==> src/rtl/pipe_stage_reg.sv <==
// pipe_stage_reg: valid/ready pipeline stage register with optional skid entry,
// hold, flush-to-bubble and a saturating count of entries discarded by flush.
module pipe_stage_reg #(
  parameter int                DATA_W     = 64,
  parameter int                SKID       = 1,
  parameter logic [DATA_W-1:0] BUBBLE_VAL = '0
) (
  input  logic              clk,
  input  logic              rst_n,
  input  logic              in_valid,
  output logic              in_ready,
  input  logic [DATA_W-1:0] in_data,
  output logic              out_valid,
  input  logic              out_ready,
  output logic [DATA_W-1:0] out_data,
  input  logic              hold_i,
  input  logic              flush_i,
  output logic [1:0]        count_o,
  output logic [7:0]        flush_cnt_o
);
  logic              r_h_v, r_s_v;
  logic [DATA_W-1:0] r_h_d, r_s_d;
  logic [1:0]        r_cnt;
  logic [7:0]        r_fcnt;
  logic              w_acc, w_drn, w_h_v, w_s_v;
  logic [DATA_W-1:0] w_h_d, w_s_d;
  logic [8:0]        w_fsum;

  // With a skid entry the only state term of in_ready is the S valid flop.
  assign in_ready = rst_n & ~hold_i & ~flush_i & ((SKID != 0) ? ~r_s_v : (~r_h_v | out_ready));
  assign w_acc    = in_valid & in_ready;
  assign w_drn    = r_h_v & out_ready;
  // An entry drained on the flush edge completed its transfer, so it is not counted as discarded.
  assign w_fsum   = {1'b0, r_fcnt} + 9'(r_h_v) + 9'(r_s_v) - 9'(w_drn);

  always_comb begin
    w_h_v = r_h_v;
    w_s_v = r_s_v;
    w_h_d = r_h_d;
    w_s_d = r_s_d;
    if (flush_i) begin
      w_h_v = 1'b0;
      w_s_v = 1'b0;
      w_h_d = BUBBLE_VAL;
    end else if (~r_h_v | w_drn) begin
      w_h_v = r_s_v | w_acc;
      w_h_d = r_s_v ? r_s_d : (w_acc ? in_data : BUBBLE_VAL);
      w_s_v = 1'b0;
    end else if (w_acc && SKID != 0) begin
      w_s_v = 1'b1;
      w_s_d = in_data;
    end
  end

  always_ff @(posedge clk or negedge rst_n) begin
    if (!rst_n) begin
      r_h_v  <= 1'b0;
      r_s_v  <= 1'b0;
      r_h_d  <= BUBBLE_VAL;
      r_s_d  <= BUBBLE_VAL;
      r_cnt  <= 2'd0;
      r_fcnt <= 8'd0;
    end else begin
      r_h_v  <= w_h_v;
      r_s_v  <= w_s_v;
      r_h_d  <= w_h_d;
      r_s_d  <= w_s_d;
      r_cnt  <= {w_h_v & w_s_v, w_h_v ^ w_s_v};
      r_fcnt <= flush_i ? (w_fsum[8] ? 8'hFF : w_fsum[7:0]) : r_fcnt;
    end
  end

  assign out_valid   = r_h_v;
  assign out_data    = r_h_d;
  assign count_o     = r_cnt;
  assign flush_cnt_o = r_fcnt;
endmodule

==> config.mk <==
export PLATFORM = sky130hd
export DESIGN_NAME = pipe_stage_reg
export DESIGN_NICKNAME = d
export VERILOG_FILES = /design/src/rtl/pipe_stage_reg.sv
export SDC_FILE = /design/constraint.sdc
export NUM_CORES = 1
export LEC_CHECK = 0
export ABC_AREA = 1
export CAP_MARGIN = 20
export CORE_ASPECT_RATIO = 0.5
export CORE_MARGIN = 2
export CORE_UTILIZATION = 46
export DETAILED_ROUTE_END_ITERATION = 10
export HOLD_SLACK_MARGIN = 0.08
export PLACE_DENSITY = 0.82
export SLEW_MARGIN = 30
export SYNTH_ARGS = -nofsm -noshare
export SYNTH_HDL_FRONTEND = slang
export SYNTH_SLANG_ARGS = --single-unit
==> constraint.sdc <==
create_clock -name clk -period 2.54 [get_ports clk]
set_input_delay 0.254 -clock clk [delete_from_list [all_inputs] [get_ports clk]]
set_output_delay 0.254 -clock clk [all_outputs]
set_load 0.01 [all_outputs]
# --- Yosys cells after proc, flatten, opt, wreduce, memory -nomap -nowiden ---
# Index checks and enable logic that the tools add are counted.
totals:
  reg_bits: 140
  output_inout_bits: 76
  word_cells: 35
classes:
  n_addsub: 3
  muxes: 10
  bitwise: 14
  n_reduce_logical: 2
op_table:
  columns: ["cell", "count"]
  rows:
  - ["2-to-1 mux 64 bit", 4]
  - ["adder 8 x 1 -> 9 bit", 1]
  - ["adder 9 x 1 -> 9 bit", 1]
  - ["subtractor 9 x 1 -> 9 bit", 1]
  - ["2-to-1 mux 8 bit", 1]
  - ["bitwise AND 1 bit", 6]
  - ["2-to-1 mux 1 bit", 5]
  - ["NOT 1 bit", 5]
  - ["AND reduction 3 bit", 1]
  - ["bitwise OR 1 bit", 2]
  - ["nonzero test 2 bit", 1]
  - ["XOR 1 bit", 1]

# --- Logic depth before layout (Yosys ltp) ---
depth:
  depth_word: 9
  depth_mapped: 16
  ltp_nobuf: 16

# --- Worst setup path before layout ---
# Ideal clock, no wire load.
synth_timing:
  kind: "flip-flop to flip-flop"
  startpoint: "register r_h_v (netlist: out_valid)"
  endpoint: "register r_fcnt[7] (netlist: flush_cnt_o[7])"
  arrival_time_ps: 2274
  t_required_ps: 2423
  path_slack_ps: 149
  path_stages_with_launch: 16
  n_path_buf: 0
  period_less_slack_ps: 2391
  cell_sequence: "dfrtp_1 > nand2_1 > inv_1 > ha_1 > fa_1 > fa_1 > inv_1 > nand2_1 > nand2_1 > nand3_1 > nand2_1 > nand2_1 > nand2_1 > nand2_1 > nand2_1 > nand2_1"
synth_via:
  elab_chain_len: 4
  word_cells_on_any_way: 5
  classes_between: "add/sub (3); mux (1); bitwise (1)"
synth_lines:
  columns: ["item", "line_no", "text"]
  rows:
  - ["start, declared", "21", "logic r_h_v, r_s_v;"]
  - ["start signal, assigned", "64", "r_h_v <= w_h_v;"]
  - ["adder 8 x 1 -> 9 bit", "34", "assign w_fsum = {1'b0, r_fcnt} + 9'(r_h_v) + 9'(r_s_v) - 9'(w_drn);"]
  - ["adder 9 x 1 -> 9 bit", "34", null]
  - ["subtractor 9 x 1 -> 9 bit (*)", "34", null]
  - ["2-to-1 mux 8 bit (*)", "69", "r_fcnt <= flush_i ? (w_fsum[8] ? 8'hFF : w_fsum[7:0]) : r_fcnt;"]
  - ["end signal, assigned", "69", null]
  - ["end, declared", "24", "logic [7:0] r_fcnt;"]
# Mark *: on every way between the ends. The rest lies on a longest branch, timed or not.
# A chain may end at the register's enable or synchronous reset.

# --- Worst setup path after layout ---
layout_timing:
  startpoint: "register r_h_v (netlist: out_valid)"
  endpoint: "register r_fcnt[5] (netlist: flush_cnt_o[5])"
# Same word-level chain as after synthesis.

==> reports/results.env <==
PLACE_CONGESTION=0.865
R2R-END='flush_cnt_o[5]'
SYN_AREA_UM2=6660
CRITPATHLAUNCH='out_valid'
CTS_TREE='yes'
DR.PASS1.ITERS=5
POSTSYNTHCELLCOUNT=867
HOLD_PATH.STARTPOINT='in_valid'
WORST-R2R-SETUP-SLACK_PS=180
POST_DRT_VIA_CELL_RATIO=5.00
ASYNCSETRESETFLOPFRACSYNTH=1.00
YOSYS.CELL_TYPES.COUNT=25
PORTBUFFERS=145
FILL_CELL_COUNT=1158
YS.FLOP_TYPE='sky130_fd_sc_hd__dfrtp_1'
IO-PIN-COUNT=146
WORST-PATH-MAX-FANOUT=8
FINAL_LAYOUT_NET_COUNT=1081
CORE_REGION_AREA_UM2=14300
NETLIST.AREA_LEADER.SHARE=0.526
WL_PER_CELL_UM=13.9
POST-SYNTH-TOP-AREA-CELL='sky130_fd_sc_hd__dfrtp_1'
POWER.LEAKAGE_nW=4.63
NUMBER_OF_GLOBAL_ROUTE_VIAS_BEFORE_REPAIR=5986
COUNT_OF_FINAL_MAX_SLEW_CHECK_FAILURES=0
ROUTED-VIA-COUNT=6054
HOLD_VIOL_FINAL=0
CLOCKROOTBUFFER='sky130_fd_sc_hd__clkbuf_16'
GRT_MAX_DEGREE=141
IRDROPWORSTVDD_mV=0.514
SYNTH_ENABLE_FLOP_CELLS=0
FLOORPLAN.INITIALDENSITY=0.465
VERTICAL_EXTENT_OF_THE_DIE_UM=89.1
FINAL.HOLD.WORST_SLACK_PS=412
RUN_STATUS='finished clean'
MAX_SLEW.WORST_PIN.SLEW_PS=751
ANTENNA-DIODE-COUNT=0
OVERFLOW=0
SHARE_OF_POST_ROUTE_CELLS_WITH_DRIVE_STRENGTH_ABOVE_1=0.0671
LAYOUT_COMMON_CELLS='sky130_fd_sc_hd__nand2_1 (392), sky130_fd_sc_hd__clkdlybuf4s50_1 (143), sky130_fd_sc_hd__dfrtp_1 (140)'
CRIT_FAMILY='adder cells'
SETUP_VIOLATIONS=0
CLK_PIN_SLEW_WORST_PATHS_PS=60
GROUTE.USAGE.OVERALL=0.221
TOP_CELL_BY_COUNT_WORST_PATH='sky130_fd_sc_hd__nand2_1'
ROUTED_WIRELENGTH_MM=16.8
HALF_PERIMETER_WIRE_LENGTH_AFTER_DETAILED_PLACEMENT_MM=11.2
FIN_CELLS=1211
PATH_CLASS='reg2reg'
CRITPATHSLOWESTCELL='sky130_fd_sc_hd__dfrtp_1'
LAYOUT.CELLS.MOST_COMMON='sky130_fd_sc_hd__nand2_1'
WORST_FLOP_TO_FLOP_PATH_STARTPOINT='out_valid'
FMAXACHIEVABLE_MHz=423
DRCVIOLATIONCOUNT=0
MAX_STAGE_DELAY_PS=400
FINALCRITPERIODSHARE=0.931
MAX-SLEW-MARGIN-REL=0.499
CRIT_PATH_CELL_TRACE='nand2_1 > inv_1 > ha_4 > fa_2 > fa_1 > inv_1 > nand2_1 > nand2_2 > nand3_1 > nand2_1 > nand2_2 > nand2_4 > nand2_1 > nand2_1 > nand2_1'
ANTENNA_VIOLATION_NET_COUNT_AFTER_DETAILED_ROUTING=0
CTS_MAX_PATH_BUFFERS=2
FP.DIEAREA_UM2=15500
DP_CELLS=1177
YOSYSSEQAREASHARE=0.526
RSZ0062_AT_GRT='false'
FLOW.AREA_GROWTH_FROM_SYNTHESIS_PCT=34.9
CLOCK-SKEW-FINAL_PS=9.01
CRITICAL_PATH.ENDPOINT='flush_cnt_o[5]'
SYN_AREA_PER_CELL_UM2=7.68
CAP_VIOL_MAX_COUNT=0
SYN_NETS=948
WORST-PATH-STAGES=15
CLOCK_LATENCY_REPORTED_FOR_THE_LATE_SIDE_OF_THE_WORST_SKEW_PAIR_PS=410
PLACEMENT_ROWS=31
CRIT_ARRIVAL_PS=2660
HOLDCRITPATHCLASS='in2reg'
SYNTH_SEQ_CELLS=140
CTS_MAX_LEVEL=4
TIMING.CRITICAL_PATH.TO_TYPE='flip-flop'
WORST_SETUP_PATH_START_KIND='flip-flop'
GRT_ANTENNA_BEFORE_REPAIR=0
CRITICAL_PATH_REQUIRED_PS=2830
POWER_PER_CELL_AREA_nW_PER_UM2=718
YOSYS_WARNINGS=0
NUMCTSBUFFERS=17
TIMING.REG2REG.WORST_PATH_DEPTH=15
NUMCLOCKSINKS=140
CRITICAL_PATH.N_BUFFERS_INVERTERS=2
TIMING.FINAL.CRIT_PERIOD_PS=2360
YOSYS-TOP-CELLS-AREA='sky130_fd_sc_hd__dfrtp_1 (53%), sky130_fd_sc_hd__nand2_1 (22%), sky130_fd_sc_hd__o21ai_0 (5.4%), sky130_fd_sc_hd__nand3_1 (5.2%), sky130_fd_sc_hd__inv_1 (3.8%)'
DIE_X_UM=174
DETAIL_ROUTE.ITER0.VIOLATIONS=406
FINALSETUPTNS_PS=0
GRT_PASS1_WL_MM=27.7
WORST_HOLD_PATH.NUM_CELLS=5
power breakdown:
group | internal [mW] | switching, mW | total, mW
clock | 1.67 | 0.968 | 2.64
sequential | 2.33 | 0.0705 | 2.40
combinational | 0.598 | 0.815 | 1.41
cell type report:
| class | instances | area (um2) | area share |
|---|---|---|---|
| clock buffer | 18 | 439 | 0.0489 |
| clock inverter | 14 | 194 | 0.0216 |
| inverter | 72 | 270 | 0.0301 |
| multi-input combinational | 605 | 2700 | 0.301 |
| sequential | 140 | 3500 | 0.390 |
| tap | 198 | 248 | 0.0276 |
| timing repair buffer | 164 | 1630 | 0.181 |
what timing repair did:
| item | CTS | global route |
|---|---|---|
| resized for setup | 2 | 4 |
| setup endpoints to repair | 8 | 8 |
| pin swaps | 0 | 3 |
| setup buffers | 0 | 1 |
| hold buffers | 1 | 0 |
| endpoints found under the hold margin | 140 | 0 |
stage by stage:
| stage | power [mW] | worst slack [ps] | area, um2 | util |
|---|---|---|---|---|
| 3_3_place_gp | 3.73 | -269 | 8310 | 0.580 |
| 4_1_cts | 6.47 | 13.2 | 8960 | 0.626 |
| 5_1_grt | 6.78 | 28.7 | 8990 | 0.628 |
| 3_5_place_dp | 3.79 | -365 | 8310 | 0.580 |
| 6_report | 6.45 | 176 | 8990 | 0.628 |
| 2_1_floorplan | 3.28 | 149 | 6660 | - |
flip-flops by register name (all words and copies together) (netlist names):
signal,count
count_o,2
flush_cnt_o,8
out_data,64
out_valid,1
r_s_d,64
r_s_v,1
routing by layer:
| metal | global-route usage | share of wire | vias to the layer above |
|---|---|---|---|
| met4 | 0.0894 | 0.019 | 0 |
| li1 | - | - | 2970 |
| met1 | 0.282 | 0.45 | 2880 |
| met5 | 0 | 0 | - |
| met2 | 0.385 | 0.49 | 174 |
| met3 | 0.0374 | 0.041 | 30 |
cells in the mapped netlist (2+ instances only):
| library cell | instances |
|---|---|
| sky130_fd_sc_hd__buf_2 | 13 |
| sky130_fd_sc_hd__inv_2 | 3 |
| sky130_fd_sc_hd__fa_1 | 2 |
| sky130_fd_sc_hd__dfrtp_1 | 140 |
| sky130_fd_sc_hd__ha_1 | 9 |
| sky130_fd_sc_hd__nand3b_1 | 2 |
| sky130_fd_sc_hd__or2_2 | 2 |
| sky130_fd_sc_hd__buf_4 | 8 |
| sky130_fd_sc_hd__o21ai_1 | 30 |
| sky130_fd_sc_hd__clkbuf_1 | 27 |
| sky130_fd_sc_hd__o21ai_0 | 72 |
| sky130_fd_sc_hd__inv_1 | 68 |
| sky130_fd_sc_hd__buf_1 | 2 |
| sky130_fd_sc_hd__nand3_1 | 69 |
| sky130_fd_sc_hd__a21oi_1 | 6 |
| sky130_fd_sc_hd__nor2_1 | 11 |
| sky130_fd_sc_hd__nand2_1 | 395 |
how the worst min path moves through the flow:
stage	end	slack, ps
5_1_grt	r_s_d[16]	420
3_3_place_gp	out_data[22]	460
2_1_floorplan	count_o[0]	-40
6_report	out_data[12]	410
4_1_cts	out_data[12]	390
3_5_place_dp	out_data[51]	460
kinds of logic after synthesis:
logic type               count (synthesis)  share of synthesized area
AND/OR/NAND/NOR                        484                      0.292
flip-flops                             140                      0.526
buffers and inverters                  122                     0.0757
AO/OA/AOI/OAI                          108                     0.0811
adder cells (fa/ha/maj)                 11                     0.0229
XOR/XNOR                                 2                    0.00263
worst min-delay path: stages:
cell and delay (ps):
sky130_fd_sc_hd__buf_2 230, sky130_fd_sc_hd__nand3_1 130, sky130_fd_sc_hd__o21ai_0 70, sky130_fd_sc_hd__nand2_1 50, sky130_fd_sc_hd__nand2_1 40
Power figures use the tool's default switching activity.
